--- src/rtl/wdt_pkg.sv ---
// Shared watchdog definitions: FSM state encoding, default timing constants
// and small helpers, reused by the watchdog timer and its reset controller.
package wdt_pkg;

  localparam int unsigned CNT_W  = 16;
  localparam int unsigned TCNT_W = 8;

  localparam int unsigned DEF_GRACE_CYCLES   = 1024;
  localparam int unsigned DEF_RST_CYCLES     = 16;
  localparam int unsigned DEF_HOLDOFF_CYCLES = 64;

  typedef enum logic [1:0] {
    ST_IDLE    = 2'd0,
    ST_WARN    = 2'd1,
    ST_RESET   = 2'd2,
    ST_HOLDOFF = 2'd3
  } wdt_state_e;

  // Increment that sticks at all-ones instead of wrapping.
  function automatic logic [TCNT_W-1:0] sat_inc(input logic [TCNT_W-1:0] v);
    return (v == {TCNT_W{1'b1}}) ? v : v + TCNT_W'(1);
  endfunction

endpackage

--- src/rtl/wdt_downcnt.sv ---
// Loadable 16-bit down-counter shared by the timed watchdog states.
// Load wins over decrement; decrement stops at zero.
module wdt_downcnt
  import wdt_pkg::*;
(
  input  logic             clk,
  input  logic             rst,
  input  logic             i_load,
  input  logic [CNT_W-1:0] i_load_val,
  input  logic             i_dec,
  output logic             o_zero
);

  localparam logic [CNT_W-1:0] CNT_ONE = CNT_W'(1);

  logic [CNT_W-1:0] r_cnt;

  // NOTE: clocked state uses non-blocking assignments so every flop samples
  // the pre-edge values, independent of block ordering.
  always_ff @(posedge clk) begin
    if (rst) begin
      r_cnt <= '0;
    end else if (i_load) begin
      r_cnt <= i_load_val;
    end else if (i_dec && (r_cnt != '0)) begin
      r_cnt <= r_cnt - CNT_ONE;
    end
  end

  assign o_zero = (r_cnt == '0);

endmodule

--- src/rtl/wdt_reset_ctrl.sv ---
// Watchdog escalation controller: IDLE -> WARN (irq) -> RESET (sys_rst) ->
// HOLDOFF -> IDLE, with a sticky cause flag and saturating timeout count.
module wdt_reset_ctrl
  import wdt_pkg::*;
#(
  parameter int unsigned GRACE_CYCLES   = DEF_GRACE_CYCLES,
  parameter int unsigned RST_CYCLES     = DEF_RST_CYCLES,
  parameter int unsigned HOLDOFF_CYCLES = DEF_HOLDOFF_CYCLES
) (
  input  logic              clk,
  input  logic              rst,
  input  logic              wdt_pulse,
  input  logic              kick,
  input  logic              clr_cause,
  output logic              irq,
  output logic              sys_rst,
  output logic              wdt_clr,
  output logic              cause_wdt,
  output logic [TCNT_W-1:0] timeout_cnt,
  output logic [1:0]        state
);

  // Counter holds "cycles left minus one", so zero marks the last cycle of a phase.
  localparam logic [CNT_W-1:0] GRACE_LD   = CNT_W'(GRACE_CYCLES - 1);
  localparam logic [CNT_W-1:0] RST_LD     = CNT_W'(RST_CYCLES - 1);
  localparam logic [CNT_W-1:0] HOLDOFF_LD = CNT_W'(HOLDOFF_CYCLES - 1);

  wdt_state_e        r_state;
  logic              r_irq;
  logic              r_sys_rst;
  logic              r_wdt_clr;
  logic              r_cause_wdt;
  logic [TCNT_W-1:0] r_timeout_cnt;

  logic              w_zero;
  logic              w_load;
  logic              w_dec;
  logic [CNT_W-1:0]  w_load_val;
  logic              w_enter_reset;

  // Kick beats both a second pulse and grace expiry while warning.
  assign w_enter_reset = (r_state == ST_WARN) && !kick && (wdt_pulse || w_zero);

  always_comb begin
    // NOTE: every output of this block gets a default first, so no branch can
    // leave one unassigned and infer a latch.
    w_load     = 1'b0;
    w_dec      = 1'b0;
    w_load_val = '0;
    case (r_state)
      ST_IDLE: begin
        if (wdt_pulse) begin
          w_load     = 1'b1;
          w_load_val = GRACE_LD;
        end
      end
      ST_WARN: begin
        if (w_enter_reset) begin
          w_load     = 1'b1;
          w_load_val = RST_LD;
        end else if (!kick) begin
          w_dec = 1'b1;
        end
      end
      ST_RESET: begin
        if (w_zero) begin
          w_load     = 1'b1;
          w_load_val = HOLDOFF_LD;
        end else begin
          w_dec = 1'b1;
        end
      end
      ST_HOLDOFF: begin
        w_dec = 1'b1;
      end
    endcase
  end

  wdt_downcnt u_cnt (
    .clk        (clk),
    .rst        (rst),
    .i_load     (w_load),
    .i_load_val (w_load_val),
    .i_dec      (w_dec),
    .o_zero     (w_zero)
  );

  always_ff @(posedge clk) begin
    if (rst) begin
      r_state       <= ST_IDLE;
      r_irq         <= 1'b0;
      r_sys_rst     <= 1'b0;
      r_wdt_clr     <= 1'b0;
      r_cause_wdt   <= 1'b0;
      r_timeout_cnt <= '0;
    end else begin
      r_wdt_clr <= 1'b0;
      case (r_state)
        ST_IDLE: begin
          if (wdt_pulse) begin
            r_state <= ST_WARN;
            r_irq   <= 1'b1;
          end else if (kick) begin
            r_wdt_clr <= 1'b1;
          end
        end
        ST_WARN: begin
          if (kick) begin
            r_state   <= ST_IDLE;
            r_irq     <= 1'b0;
            r_wdt_clr <= 1'b1;
          end else if (w_enter_reset) begin
            r_state   <= ST_RESET;
            r_irq     <= 1'b0;
            r_sys_rst <= 1'b1;
            r_wdt_clr <= 1'b1;
          end
        end
        ST_RESET: begin
          if (w_zero) begin
            r_state   <= ST_HOLDOFF;
            r_sys_rst <= 1'b0;
          end
        end
        ST_HOLDOFF: begin
          if (kick) r_wdt_clr <= 1'b1;
          if (w_zero) r_state <= ST_IDLE;
        end
      endcase

      // A reset entry outranks a coincident clear: the event is still recorded.
      if (w_enter_reset) begin
        r_cause_wdt   <= 1'b1;
        r_timeout_cnt <= clr_cause ? TCNT_W'(1) : sat_inc(r_timeout_cnt);
      end else if (clr_cause) begin
        r_cause_wdt   <= 1'b0;
        r_timeout_cnt <= '0;
      end
    end
  end

  assign irq         = r_irq;
  assign sys_rst     = r_sys_rst;
  assign wdt_clr     = r_wdt_clr;
  assign cause_wdt   = r_cause_wdt;
  assign timeout_cnt = r_timeout_cnt;
  assign state       = r_state;

endmodule

--- config.mk ---
export PLATFORM = sky130hd
export DESIGN_NAME = wdt_reset_ctrl
export DESIGN_NICKNAME = d
export VERILOG_FILES = /design/src/rtl/wdt_pkg.sv /design/src/rtl/wdt_downcnt.sv /design/src/rtl/wdt_reset_ctrl.sv
export SDC_FILE = /design/constraint.sdc
export NUM_CORES = 1
export LEC_CHECK = 0
export BUFFER_PORTS_ARGS = -buffer_cell sky130_fd_sc_hd__buf_2
export CAP_MARGIN = 20
export CORE_ASPECT_RATIO = 1.1
export CORE_MARGIN = 2
export CORE_UTILIZATION = 35
export CTS_CLUSTER_SIZE = 40
export DETAILED_ROUTE_END_ITERATION = 8
export PLACE_DENSITY_LB_ADDON = 0.05
export RECOVER_POWER = 25
export SLEW_MARGIN = 15
export SYNTH_ARGS = -nofsm -noshare
export SYNTH_HDL_FRONTEND = slang
export SYNTH_HIERARCHICAL = 1
export SYNTH_SLANG_ARGS = --single-unit
--- constraint.sdc ---
create_clock -name clk -period 3.1 [get_ports clk]
set_clock_uncertainty 0.2 [all_clocks]
set_input_delay 0.31 -clock clk [delete_from_list [all_inputs] [get_ports clk]]
set_output_delay 0.31 -clock clk [all_outputs]
set_load 0.005 [all_outputs]
### Word-level counts from Yosys, hierarchy flattened

Cells that the tools add are included.

| word-level totals | value |
|---|---|
| flip-flop bits (word level) | 30 |
| bits of input ports | 5 |
| output and inout bits | 14 |
| logic and storage cells | 74 |

| cells by class | value |
|---|---|
| $add $sub $neg | 2 |
| eq/ne operators | 11 |
| multiplexer cells | 38 |
| reductions and logical operators | 16 |

Operators by type and width:

| kind | count |
|---|---|
| two-way mux 16 bit | 2 |
| two-way mux 8 bit | 4 |
| one-hot mux 10 bit (3 select lines) | 1 |
| two-way mux 1 bit | 17 |
| zero test 16 bit | 1 |
| nonzero test 16 bit | 1 |
| subtractor 16 x 1 -> 16 bit, second input constant | 1 |
| inequality test 2 bit, second input constant | 6 |
| two-way mux 10 bit | 1 |
| two-way mux 2 bit | 5 |
| one-hot mux 1 bit (3 select lines) | 3 |
| adder 8 x 1 -> 8 bit, second input constant | 1 |
| == test 8 bit, second input constant | 1 |
| one-hot mux 2 bit (4 select lines) | 1 |
| AND reduction 4 bit | 2 |
| nonzero test 2 bit | 4 |
| two-way mux 6 bit | 1 |
| == test 2 bit, second input constant | 2 |
| two-way mux 4 bit | 1 |
| one-hot mux 1 bit (2 select lines) | 2 |
| logical AND 1 bit | 3 |
| inequality test 3 bit, second input constant | 1 |
| AND reduction 3 bit | 1 |
| == test 2 x 1 -> 1 bit, second input constant | 1 |
| other kinds (4) | 4 |

### Logic depth before layout (Yosys ltp)

| depth | value |
|---|---|
| depth after elaboration | 8 |
| gate-level depth with buffers | 14 |
| depth with buffers taken out | 12 |

### Cells and area by module

Netlist, hierarchy kept.

Modules (own cells, without submodules):

| module | times used | cells an instance | area an instance (um^2) | seq. area each (um^2) |
|---|---|---|---|---|
| wdt_downcnt | 1 | 114 | 944.7 | 320.3 |
| wdt_reset_ctrl | 1 | 89 | 705.7 | 280.3 |

### Worst setup path before layout

OpenSTA, ideal clock, no wires.

| timing | value |
|---|---|
| kind | register -> register |
| start point | reg u_cnt.r_cnt[7] |
| end point | reg u_cnt.r_cnt[10] |
| setup time | 0.086 ns |
| arrival | 3.000 ns |
| required time | 2.814 ns |
| slack | -0.186 ns |
| cell stages (with the launch flop) | 12 |
| buffers on the path | 4 |
| clock period less this slack | 3.286 ns |
| path through | dfxtp_1 or4_4 and4bb_2 buf_6 nor2_2 or3_1 clkbuf_2 clkbuf_1 nand2b_1 clkinv_1 clkbuf_1 a211oi_1 |

| between the ends | value |
|---|---|
| elaborated cells between the ends (all ways) | 15 |
| classes of those cells | 1 x add/sub; 8 x mux; 6 x reduce/logical |

RTL lines:

| element | line | source |
|---|---|---|
| start: declaration | wdt_downcnt.sv:16 | `logic [CNT_W-1:0] r_cnt;` |
| start signal: assignment | wdt_downcnt.sv:24 | `r_cnt <= i_load_val;` |
| start signal: assignment | wdt_downcnt.sv:26 | `r_cnt <= r_cnt - CNT_ONE;` |
| zero test 16 bit * | wdt_downcnt.sv:30 | `assign o_zero = (r_cnt == '0);` |
| named net w_zero | wdt_reset_ctrl.sv:35 | `logic w_zero;` |
| logical OR 1 bit | wdt_reset_ctrl.sv:42 | `assign w_enter_reset = (r_state == ST_WARN) && !kick && (wdt_pulse \|\| w_zero);` |
| logical AND 1 bit | wdt_reset_ctrl.sv:42 |  |
| two-way mux 1 bit | wdt_reset_ctrl.sv:58 | `if (w_enter_reset) begin` |
| one-hot mux 1 bit (3 select lines) * | wdt_reset_ctrl.sv:50 | `case (r_state)` |
| named net w_load | wdt_reset_ctrl.sv:36 | `logic w_load;` |
| two-way mux 16 bit / nonzero test 2 bit (equally long branches) | - |  |

Mark *: on every way through the listed nets, which the timed path passes. The rest lies on a longest branch. The select of a mux whose other input is x is not followed.
A chain may end at the register's enable or synchronous reset.

### Worst setup path in the final report

| timing | value |
|---|---|
| start point | reg u_cnt.r_cnt[0] |
| end point | reg u_cnt.r_cnt[12] |

| between the ends | value |
|---|---|
| cells in the longest elaborated chain, start to end | 7 |
| elaborated cells between the ends (all ways) | 15 |
| classes of those cells | 1 x add/sub; 8 x mux; 6 x reduce/logical |

Ends and longest elaborated chain:

| element | line | source |
|---|---|---|
| zero test 16 bit * | wdt_downcnt.sv:30 |  |
| named net w_zero | wdt_reset_ctrl.sv:35 |  |
| logical OR 1 bit | wdt_reset_ctrl.sv:42 |  |
| logical AND 1 bit | wdt_reset_ctrl.sv:42 |  |
| two-way mux 1 bit | wdt_reset_ctrl.sv:58 |  |
| one-hot mux 1 bit (3 select lines) * | wdt_reset_ctrl.sv:50 |  |
| named net w_dec | wdt_reset_ctrl.sv:37 | `logic w_dec;` |
| logical AND 1 bit * | wdt_downcnt.sv:25 | `end else if (i_dec && (r_cnt != '0)) begin` |
| nonzero test 2 bit (no line) * | - |  |

Marked as above.

==> run metrics <==
status=completed; Hold WC Path Type=in2reg; Fin Setup TNS=0 ns; CTS Buf Count=5; Leakage=0.705 nW; htree depth=2; Yosys cell types=47; Starting Density=36.0%; final setup margin=0.253 ns; post-layout util=41.6%; RePlAce Congestion=0.762; # hold bufs at CTS=0; worst rel slew slack=65.1%; crit end category=flop; CP max-delay cell=dfxtp_1; Worst EP required=3.07 ns; share of post-route cells with drive strength above 1=19.3%; nets@finish=236; vias in the first global route=1494; WP depth=12; die area=5280 um2; largest net degree at the start of global routing=28; Cell Rows=26; # IOs=19; Yosys reg bits=30; fillcell total=497; Most common cell on crit path=nand2_1; final setup fails=0; Finished Cell Area=1910 um2; Initial DRT Pass Iterations=4; Total Routing Usage GR=15.4%; Min-Delay Path Depth=3; clk buf depth=2; DP Area=1810 um2; Max Freq=351 MHz; Post-Layout Cell Count=284; core area=4590 um2; min-delay src=clr_cause; initial antenna violation count=0; GR Overflow Total=0; wire length per cell=13.7 um; CP peak stage delay=0.37 ns; Final Critical Period=2.85 ns; Post-Synthesis Cells=203; maximum vdd drop=0.000186 V; post-synthesis cell area=1650 um2; Ys Warns=6; most used cells in the layout excluding fill and tap cells=30 x dfxtp_1, 19 x nor2_1, 19 x a21oi_1, 17 x buf_2, 15 x nand2_1; Final Hold Violating Endpoints=0; HPWL after DPL=2.71 mm; die height=76.0 um; worst slew pin tran=0.520 ns; worst r2r src=u_cnt/r_cnt[0]; CTS Root Cell=clkbuf_8; DRT Wirelength=3.90 mm; Post-DRT Antenna Nets=0; Synth Area in XOR/XNOR=4.78%; DRC Markers=0; vias=1542; Worst-path clk slew=0.06 ns; power per cell area=498 nW/um2; r2r worst-path depth=12; Ant. Diodes=0; Layout area overhead=15.6%; post-synthesis mux area share=0.607%; kind of cell adding the most delay to the critical path=simple AND/OR/NAND/NOR gates; max cap viols=0; largest family of logic cells by synthesized area=simple AND/OR/NAND/NOR gates; CP startpoint=u_cnt/r_cnt[0]; RSZ-0062 raised after global routing=no; critical-path cell list=inv_1 > ha_1 > nor3b_1 > and4bb_4 > nor3_2 > nand2_1 > nand2_1 > buf_4 > and3b_1 > nand4_1 > or3_1 > a311oi_1; hold_ws=0.138 ns; Worst Path Buf+Inv=2; Place WS=0.0613 ns; # placed instances=278; Sink Count=30; Synth Area in Compound Gates=22.1%; post_cts resized=0; Total Power=950 uW; Primary FF master, synth=dfxtp_1; Adder-Cell Fraction of Synth Area=1.52%; Vias/cell=5.43; Setup CP Type=reg2reg; CTS tree=yes; global-route wire length before repair=6.69 mm; IO Port Bufs=18; Data arrival, critical path=2.82 ns; Synth Area in Simple Gates=28.5%; sequential fraction of the synthesis area=36.4%; Worst-Skew Late Latency=0.27 ns; synthesized area per cell=8.13 um2; fin. max-slew vios=0; Post-CTS Setup Repair Bufs=0; initial DRC count=51; Post-synth EDFFs=0; startpoint types=flop; crit-path max FO=7; Chip Width=69.5 um; fin crit share=91.8%; post-synthesis async set-or-reset flop share=0%; commonest non-fill, non-tap cell in the layout=dfxtp_1
## synth_stat cells (all sizes together) (2+ instances only)
master  number  area share [%]
nand2       15             3.4
nor2        20             4.7
o21bai       3             1.4
o221ai       2             1.1
a211oi      10             4.5
nor2b        2            0.76
nor3        10             3.0
or2          2            0.76
or3          6             2.5
nor3b        2            0.91
and3         4             1.5
a311oi       4             2.1
inv          7             1.6
buf          2             1.1
ha           2             1.5
nor4         5             1.9
dfxtp       30              36
or4          4             2.0
a21oi       19             5.8
nand3        7             2.1
o31ai        4             1.8
o21ai        9             3.2
xnor2        8             4.2
nand2b       4             1.5
clkbuf       7             2.3
## path summary, 6_finish.rpt
path                           to  slack [ns]
setup / recovery  u_cnt/r_cnt[12]        0.25
hold / removal     timeout_cnt[0]        0.14
hold reg to reg               irq        0.25
setup reg to reg  u_cnt/r_cnt[12]        0.25
## per-layer routing
metal | routed length (um) | global-route usage [%]
met5 | 0 | 0
met4 | 34 | 5.69
met3 | 148 | 4.10
met2 | 1900 | 26.0
met1 | 1820 | 18.6
## where the power goes
part	switching [mW]	internal (mW)
sequential	0.0334	0.416
combinational	0.106	0.0859
clock	0.137	0.171
total	0.277	0.673
## state kept, by name (all words and copies together), names as in the netlist, named ones only
signal and cells:
cause_wdt 1, irq 1, state 1, sys_rst 1, timeout_cnt 8, u_cnt/r_cnt 16, wdt_clr 1
## worst min-delay path, stage by stage
cell      delay, ns
buf_2          0.10
a2111o_1       0.10
o31ai_1        0.05
## cell families (layout without fill, tap and decap cells)
group                    count (synthesis)  after routing
adder cells (fa/ha/maj)                  2              2
AO/OA/AOI/OAI                           55             55
XOR/XNOR                                 9              9
buffers and inverters                   18             38
AND/OR/NAND/NOR                         87             87
flip-flops                              30             30
multiplexers                             1              1
other                                    1              6
## final cells by class
class	instances	area [um2]	area share, %
multi-input combinational	160	988	51.8
sequential	30	601	31.5
timing repair buffer	24	134	7.02
clock buffer	6	82.6	4.33
tap	56	70.1	3.67
inverter	8	32.5	1.70
(Power assumes the default switching activity.)
